[src/rtl/ps2_rx_deframer.sv]
// ps2_rx_deframer: turns the raw PS/2 keyboard lines into scan-code bytes.
// The raw lines are synchronised, and ps2_clk passes through a majority-free
// run-length glitch filter. A frame FSM then samples ps2_data on each filtered
// falling edge.
// A good frame gives a one-cycle valid strobe with the byte on data. A bad frame
// gives a one-cycle error strobe and leaves data unchanged.
// Optional build macro PS2_RX_TIMEOUT_EN: aborts a stalled frame after
// TIMEOUT_CYCLES clk cycles without a falling edge.
module ps2_rx_deframer #(
    parameter int FILTER_LEN     = 8,
    parameter int TIMEOUT_CYCLES = 50000
) (
    input  logic       clk,
    input  logic       reset,
    input  logic       ps2_clk,
    input  logic       ps2_data,
    output logic [7:0] data,
    output logic       valid,
    output logic       error,
    output logic       busy
);

    localparam logic [1:0] ST_IDLE   = 2'd0;
    localparam logic [1:0] ST_DATA   = 2'd1;
    localparam logic [1:0] ST_PARITY = 2'd2;
    localparam logic [1:0] ST_STOP   = 2'd3;

    // Frame is consistent when data plus parity carry an odd number of ones.
    function automatic logic odd_parity_ok(input logic [7:0] d, input logic p);
        return ^{d, p};
    endfunction

    logic                  ps2_clk_meta_r, ps2_clk_sync_r;
    logic                  ps2_data_meta_r, ps2_data_sync_r;
    logic [FILTER_LEN-1:0] filt_hist_r;
    logic                  filt_clk_r, filt_clk_prev_r;
    logic                  fe_s, timeout_s;

    logic [1:0] state_r, state_nxt_s;
    logic [2:0] bit_cnt_r, bit_cnt_nxt_s;
    logic [7:0] shift_r, shift_nxt_s;
    logic       parity_r, parity_nxt_s;
    logic [7:0] data_r, data_nxt_s;
    logic       valid_r, valid_nxt_s;
    logic       error_r, error_nxt_s;
    logic       busy_r;

    // Two-flop synchronisers for both asynchronous PS/2 lines.
    always_ff @(posedge clk) begin
        if (reset) begin
            ps2_clk_meta_r  <= 1'b1;
            ps2_clk_sync_r  <= 1'b1;
            ps2_data_meta_r <= 1'b1;
            ps2_data_sync_r <= 1'b1;
        end else begin
            ps2_clk_meta_r  <= ps2_clk;
            ps2_clk_sync_r  <= ps2_clk_meta_r;
            ps2_data_meta_r <= ps2_data;
            ps2_data_sync_r <= ps2_data_meta_r;
        end
    end

    // Glitch filter: level changes only after FILTER_LEN identical samples.
    always_ff @(posedge clk) begin
        if (reset) begin
            filt_hist_r     <= {FILTER_LEN{1'b1}};
            filt_clk_r      <= 1'b1;
            filt_clk_prev_r <= 1'b1;
        end else begin
            filt_hist_r     <= {filt_hist_r[FILTER_LEN-2:0], ps2_clk_sync_r};
            filt_clk_prev_r <= filt_clk_r;
            if (&filt_hist_r) begin
                filt_clk_r <= 1'b1;
            end else if (~|filt_hist_r) begin
                filt_clk_r <= 1'b0;
            end else begin
                filt_clk_r <= filt_clk_r;
            end
        end
    end

    assign fe_s = filt_clk_prev_r & ~filt_clk_r;

`ifdef PS2_RX_TIMEOUT_EN
    localparam logic [15:0] TO_LAST = 16'(TIMEOUT_CYCLES - 1);
    logic [15:0] to_cnt_r;

    assign timeout_s = (state_r != ST_IDLE) && !fe_s && (to_cnt_r >= TO_LAST);

    // Inter-edge watchdog: cleared by edges and in IDLE, saturates at all ones.
    always_ff @(posedge clk) begin
        if (reset) begin
            to_cnt_r <= 16'd0;
        end else if (fe_s || timeout_s || (state_r == ST_IDLE)) begin
            to_cnt_r <= 16'd0;
        end else if (to_cnt_r != 16'hFFFF) begin
            to_cnt_r <= to_cnt_r + 16'd1;
        end else begin
            to_cnt_r <= to_cnt_r;
        end
    end
`else
    assign timeout_s = 1'b0;
`endif

    // Frame FSM next-state: advances on filtered falling edges or on a timeout abort.
    always_comb begin
        state_nxt_s   = state_r;
        bit_cnt_nxt_s = bit_cnt_r;
        shift_nxt_s   = shift_r;
        parity_nxt_s  = parity_r;
        data_nxt_s    = data_r;
        valid_nxt_s   = 1'b0;
        error_nxt_s   = 1'b0;
        if (fe_s) begin
            case (state_r)
                ST_IDLE: begin
                    if (ps2_data_sync_r == 1'b0) begin
                        state_nxt_s   = ST_DATA;
                        bit_cnt_nxt_s = 3'd0;
                    end else begin
                        error_nxt_s = 1'b1;
                    end
                end
                ST_DATA: begin
                    shift_nxt_s[bit_cnt_r] = ps2_data_sync_r;
                    bit_cnt_nxt_s          = bit_cnt_r + 3'd1;
                    if (bit_cnt_r == 3'd7) begin
                        state_nxt_s = ST_PARITY;
                    end else begin
                        state_nxt_s = ST_DATA;
                    end
                end
                ST_PARITY: begin
                    parity_nxt_s = ps2_data_sync_r;
                    state_nxt_s  = ST_STOP;
                end
                ST_STOP: begin
                    if (odd_parity_ok(shift_r, parity_r) && ps2_data_sync_r) begin
                        data_nxt_s  = shift_r;
                        valid_nxt_s = 1'b1;
                    end else begin
                        error_nxt_s = 1'b1;
                    end
                    state_nxt_s = ST_IDLE;
                end
                default: begin
                    state_nxt_s   = ST_IDLE;
                    bit_cnt_nxt_s = 3'd0;
                end
            endcase
        end else if (timeout_s) begin
            state_nxt_s   = ST_IDLE;
            bit_cnt_nxt_s = 3'd0;
            error_nxt_s   = 1'b1;
        end else begin
            state_nxt_s = state_r;
        end
    end

    // Frame FSM registers and registered output strobes.
    always_ff @(posedge clk) begin
        if (reset) begin
            state_r   <= ST_IDLE;
            bit_cnt_r <= 3'd0;
            shift_r   <= 8'h00;
            parity_r  <= 1'b0;
            data_r    <= 8'h00;
            valid_r   <= 1'b0;
            error_r   <= 1'b0;
            busy_r    <= 1'b0;
        end else begin
            state_r   <= state_nxt_s;
            bit_cnt_r <= bit_cnt_nxt_s;
            shift_r   <= shift_nxt_s;
            parity_r  <= parity_nxt_s;
            data_r    <= data_nxt_s;
            valid_r   <= valid_nxt_s;
            error_r   <= error_nxt_s;
            // Stays high one extra cycle so it covers the strobe cycle after the stop bit.
            busy_r    <= (state_nxt_s != ST_IDLE) || (state_r != ST_IDLE);
        end
    end

    assign data  = data_r;
    assign valid = valid_r;
    assign error = error_r;
    assign busy  = busy_r;

endmodule

[config.mk]
export PLATFORM = sky130hd
export DESIGN_NAME = ps2_rx_deframer
export DESIGN_NICKNAME = d
export VERILOG_FILES = /design/src/rtl/ps2_rx_deframer.sv
export SDC_FILE = /design/constraint.sdc
export NUM_CORES = 1
export LEC_CHECK = 0
export CORE_MARGIN = 2
export CORE_UTILIZATION = 30
export DETAILED_ROUTE_END_ITERATION = 12
export PLACE_DENSITY = 0.58
export SLEW_MARGIN = 30
export SYNTH_ARGS = -nofsm -noshare
export SYNTH_HDL_FRONTEND = slang
export SYNTH_SLANG_ARGS = --single-unit
[constraint.sdc]
create_clock -name clk -period 1.7 [get_ports clk]
set_clock_uncertainty 0.1 [all_clocks]
set_input_delay 0.255 -clock clk [delete_from_list [all_inputs] [get_ports clk]]
set_output_delay 0.255 -clock clk [all_outputs]
set_load 0.01 [all_outputs]
* Yosys cells after proc, flatten, opt, wreduce, memory -nomap -nowiden *
Cells that the tools add are included.

storage, ports and cells
  register bits = 39
  input port bits = 4
  output and inout bits = 11
  word-level logic and storage cells = 57

cells by class
  $add $sub $neg = 1
  magnitude comparators = 2
  eq/ne operators = 5
  mux-type cells = 13
  bitwise operators = 4
  reduce and logical (&&, ||, !) cells = 17

operator list
  kind                   count
  $reduce_xor A9 Y1      1
  $bwmux W8              1
  $pmux W2 S4            1
  $reduce_and A8 Y1      1
  $reduce_or A8 Y1       1
  $mux W2                3
  $pmux W3 S2            1
  $reduce_and A3 Y1      2
  $reduce_bool A2 Y1     3
  $eq A2 B2 Y1 const B   2
  $lt A3 B4 Y1 const B   1
  $mux W1                4
  $reduce_and A2 Y1      2
  $reduce_or A2 Y1       2
  $add A3 B1 Y3 const B  1
  $demux W1 S3           1
  $eq A3 B3 Y1 const B   1
  $ge A3 B1 Y1 const B   1
  $mux W3                1
  $not A1 Y1             3
  $reduce_or A3 Y1       1
  $eq A2 B1 Y1 const B   1
  $logic_and A1 B1 Y1    2
  $logic_not A2 Y1       1
  other kinds (4)        4

* Depth between registers and ports, before layout *
  depth after elaboration = 6
  mapped depth = 6
  depth with buffers taken out = 6

* Worst setup path before layout *
OpenSTA, ideal clock, no wires.

  path kind = reg-to-reg
  from = register shift_r[0]
  to = register data_r[0], in the netlist data[0]
  setup time = 0.072 ns
  arrival time = 1.638 ns
  data required time = 1.528 ns
  slack = -0.109 ns
  cell stages (with the launch flop) = 5
  buffers on the path = 0
  clock period less this slack = 1.809 ns
  cells stage by stage = dfxtp_1 xor3_1 or3_4 mux2i_4 mux2i_1

on the way
  word-level cells in the longest chain between the ends = 3

RTL lines
  what                                RTL line  text
  from (decl)                         41        logic [7:0] shift_r, shift_nxt_s;
  from (signal assigned)              175       shift_r <= shift_nxt_s;
  $reduce_xor A9 Y1                   30        return ^{d, p};
  $logic_and A1 B1 Y1                 139       if (odd_parity_ok(shift_r, parity_r) && ps2_data_sync_r) begin
  $reduce_and A3 Y1 (no source line)  --
  to (signal assigned)                177       data_r <= data_nxt_s;
  to (decl)                           43        logic [7:0] data_r, data_nxt_s;

Several ways; a longest one is shown, not always the timed one.
A chain may end at the register's enable or synchronous reset.

* Worst setup path after layout *
  from = register shift_r[0]
  to = register data_r[7], in the netlist data[7]

on the way
  word-level cells in the longest chain between the ends = 3

RTL lines
  what                                RTL line
  $reduce_xor A9 Y1                   30
  $logic_and A1 B1 Y1                 139
  $reduce_and A3 Y1 (no source line)  --

Every way passes these cells.

==> metrics.log <==
[metrics] outcome: complete, but fails checks
[metrics] failing checks: setup timing
[metrics] cell total after placement: 261
[metrics] router iterations before antenna repair: 4
[metrics] average instance area after synthesis: 10.0 um^2
[metrics] Final #Nets: 207
[metrics] Data arrival, critical path: 1920 ps
[metrics] clock latency on the worst-skew pair: 300 ps
[metrics] post-synth design cell area: 0.00167 mm^2
[metrics] number of violations reported at the end of detailed-routing iteration 0: 52
[metrics] CTS H-tree lvls: 2
[metrics] kind of capture point of the worst setup path: flip-flop
[metrics] portion of the clock cycle consumed by the worst path in the final layout: 1.05
[metrics] number of vias in the routed layout: 1219
[metrics] class of the most critical hold timing path: flip-flop to flip-flop
[metrics] maximum buffer depth of the clock tree: 2
[metrics] grt total ovfl: 0
[metrics] fin crit period: 1780 ps
[metrics] post-synthesis share of cell area spent on and, or, nand and nor gates: 0.246
[metrics] maximum fanout encountered on the critical timing path: 4
[metrics] count of state elements after synthesis: 39
[metrics] via count of the first global-routing pass: 1177
[metrics] combinational family with the most area after synthesis: simple AND/OR/NAND/NOR gates
[metrics] cts hold-fix bufs: 0
[metrics] CP Cell Sequence: xor3_1 > or3_4 > mux2i_4 > buf_4 > mux2i_1
[metrics] number of max-slew violations in the final report: 0
[metrics] post-route insts no fill: 270
[metrics] Yosys Warn Count: 0
[metrics] Max Fclk: 562 MHz
[metrics] synthesized netlist cell count: 166
[metrics] WL per Instance: 11.5 um
[metrics] number of nets in the synthesized netlist: 176
[metrics] share of cell area taken by muxes after synthesis: 0.104
[metrics] antenna violations before repair: 0
[metrics] Worst Path Buf+Inv: 1
[metrics] Final Hold Violating Endpoints: 0
[metrics] Die Area: 0.00617 mm^2
[metrics] DRC errors left: 0
[metrics] TritonCTS buffer count: 5
[metrics] biggest cell delay along the critical path: 420 ps
[metrics] Cell variety after synth: 34
[metrics] library cell contributing the largest single delay on the critical path: xor3_1
[metrics] dpl hpwl: 2110 um
[metrics] commonest non-fill, non-tap cells in the layout: dfxtp_1, nand2b_1, buf_4
[metrics] most common library cell in the layout ignoring fill and taps: dfxtp_1
[metrics] CORE AREA: 0.00544 mm^2
[metrics] Worst EP required: 1840 ps
[metrics] setup repair after global routing missed its margin: true
[metrics] Final setup violation count: 9
[metrics] max-capacitance violation count: 0
[metrics] remaining max-slew budget at the tightest pin: 0.718
[metrics] Clock transition at path regs: 80 ps
[metrics] CTS Root Buffer Type: clkbuf_8
[metrics] wire length after detailed routing: 3100 um
[metrics] post-synthesis sequential area ratio: 0.468
[metrics] number of rows created at floorplan: 27
[metrics] Ports: 15
[metrics] antenna diode count: 0
[metrics] Tightest Pin Transition: 412 ps
[metrics] DIE WIDTH: 78.6 um
[metrics] standby leakage power: 0.812 nW
[metrics] post-route total power: 0.00177 W
[metrics] vertical die dimension: 78.6 um
[metrics] Routability Congestion: 0.759
[metrics] XOR/XNOR Fraction of Synth Area: 0.0488
[metrics] CTS tree: built
[metrics] Final Worst Setup Slack: -80.0 ps
[metrics] global-route wire length before repair: 5560 um
[metrics] cell family with most CP delay: XOR/XNOR gates
[metrics] VDD IR max: 516 uV
[metrics] post-synthesis compound-gate area fraction: 0.0630
[metrics] layout-stage area growth over the synthesis result: 29.9%
[metrics] maximum number of pins on one net before global-route repair: 30
[metrics] share of layout cells above drive strength 1: 0.273
[metrics] final core area utilization: 0.398
[metrics] Worst Setup Start Kind: flip-flop
[metrics] total routing usage reported by global routing: 0.117
[metrics] remaining antenna violation count after routing: 0
[metrics] count of buffers inserted at the top-level ports: 14
[metrics] cell area power density: 816 mW/mm^2
[metrics] effective utilization at floorplan: 0.307
[metrics] synthesized-area fraction occupied by adder cells: 0.0450
[metrics] post-detailed-route via-to-cell ratio: 4.51
[metrics] Sinks on Clock Net: 39
[metrics] startpoint-to-endpoint class of the critical path: flip-flop to flip-flop
==> per-stage QoR <==
stage	setup slack (ps)	setup TNS (ps)	instance area, um^2	hold WS, ps
finish	-80.0	-562	2170	310
global route	-164	-1200	2170	330
CTS	-100	-690	2130	312
detailed placement	-106	-615	2000	294
global placement	-32.2	-181	2000	292
floorplan	-94.3	-799	1670	259
==> synth_stat cells <==
master | n | area [um^2]
nor3_1 | 2 | 10.0
nand2b_1 | 16 | 100
or4_1 | 2 | 15.0
o211ai_1 | 1 | 7.51
dfxtp_1 | 39 | 781
nor3b_1 | 2 | 15.0
buf_2 | 1 | 5.00
nand3_1 | 3 | 15.0
or2b_1 | 1 | 7.51
xor3_1 | 1 | 23.8
a32oi_1 | 2 | 17.5
mux2i_4 | 1 | 22.5
or2_2 | 13 | 81.3
nand4b_1 | 1 | 8.76
nor2b_1 | 2 | 12.5
and4bb_2 | 1 | 12.5
a2111oi_0 | 1 | 8.76
xor2_1 | 1 | 8.76
o32a_1 | 1 | 10.0
nor2_1 | 14 | 52.6
or3_4 | 1 | 11.3
nand4_1 | 2 | 12.5
a31oi_1 | 2 | 12.5
clkbuf_1 | 7 | 26.3
xnor3_1 | 1 | 22.5
nand2_1 | 9 | 33.8
xnor2_1 | 3 | 26.3
inv_1 | 3 | 11.3
o41ai_1 | 1 | 8.76
nand3b_1 | 3 | 22.5
ha_1 | 6 | 75.1
o21ai_0 | 2 | 10.0
mux2i_1 | 15 | 150
a21oi_1 | 6 | 30.0
==> worst register-to-register path, cell delays in order, from the launching register on <==
cell     delay [ps]
dfxtp_2         330
xor3_1          420
or3_4           350
mux2i_4         180
buf_4           170
mux2i_1         170
==> cell type report <==
cell class / instances / area (um^2)
fillers: 534 / 3270
multi-input cells: 116 / 878
flip-flops and latches: 39 / 786
repair buffers: 32 / 283
well taps: 72 / 90.1
clock buffers: 6 / 82.6
clock inverters: 2 / 35.0
inverters: 3 / 11.3
==> registers in the layout, indices dropped and copies added, names as in the netlist <==
name and cells:
bit_cnt_r 3, busy 1, data 8, error 1, filt_clk_prev_r 1, filt_clk_r 1, filt_hist_r 8, parity_r 1
ps2_clk_meta_r 1, ps2_clk_sync_r 1, ps2_data_meta_r 1, ps2_data_sync_r 1, shift_r 8, state_r 2, valid 1
==> power breakdown <==
part | internal (W) | switching, W
clock network | 0.000475 | 0.000331
registers | 0.000919 | 0.00000195
logic | 0.0000203 | 0.0000203
==> final timing paths <==
check | start | to | slack [ps] | cells after the start
hold / removal | ps2_data_meta_r | ps2_data_sync_r | 310 | 1
hold reg to reg | ps2_data_meta_r | ps2_data_sync_r | 310 | 1
setup / recovery | shift_r[0] | data[7] | -80 | 5
setup reg to reg | shift_r[0] | data[7] | -80 | 5
==> what timing repair did <==
item | 4_1_cts | 5_1_grt
hold endpoints to repair | 0 | 0
buffers inserted | 0 | 1
gates resized for setup | 4 | 10
setup endpoints to repair | 10 | 14
pin swaps | 1 | 4
==> routing by layer <==
layer	track usage	wire [um]	vias up
met5	0	0	-
met4	0.0737	82	0
met3	0.0310	117	8
met2	0.174	1360	15
met1	0.151	1530	564
li1	-	-	632
==> kinds of logic after synthesis <==
logic type               after synthesis
AND/OR/NAND/NOR                       72
flip-flops                            39
AO/OA/AOI/OAI                         16
multiplexers                          16
buffers and inverters                 11
XOR/XNOR                               6
adder cells (fa/ha/maj)                6
(Power assumes the default switching activity.)
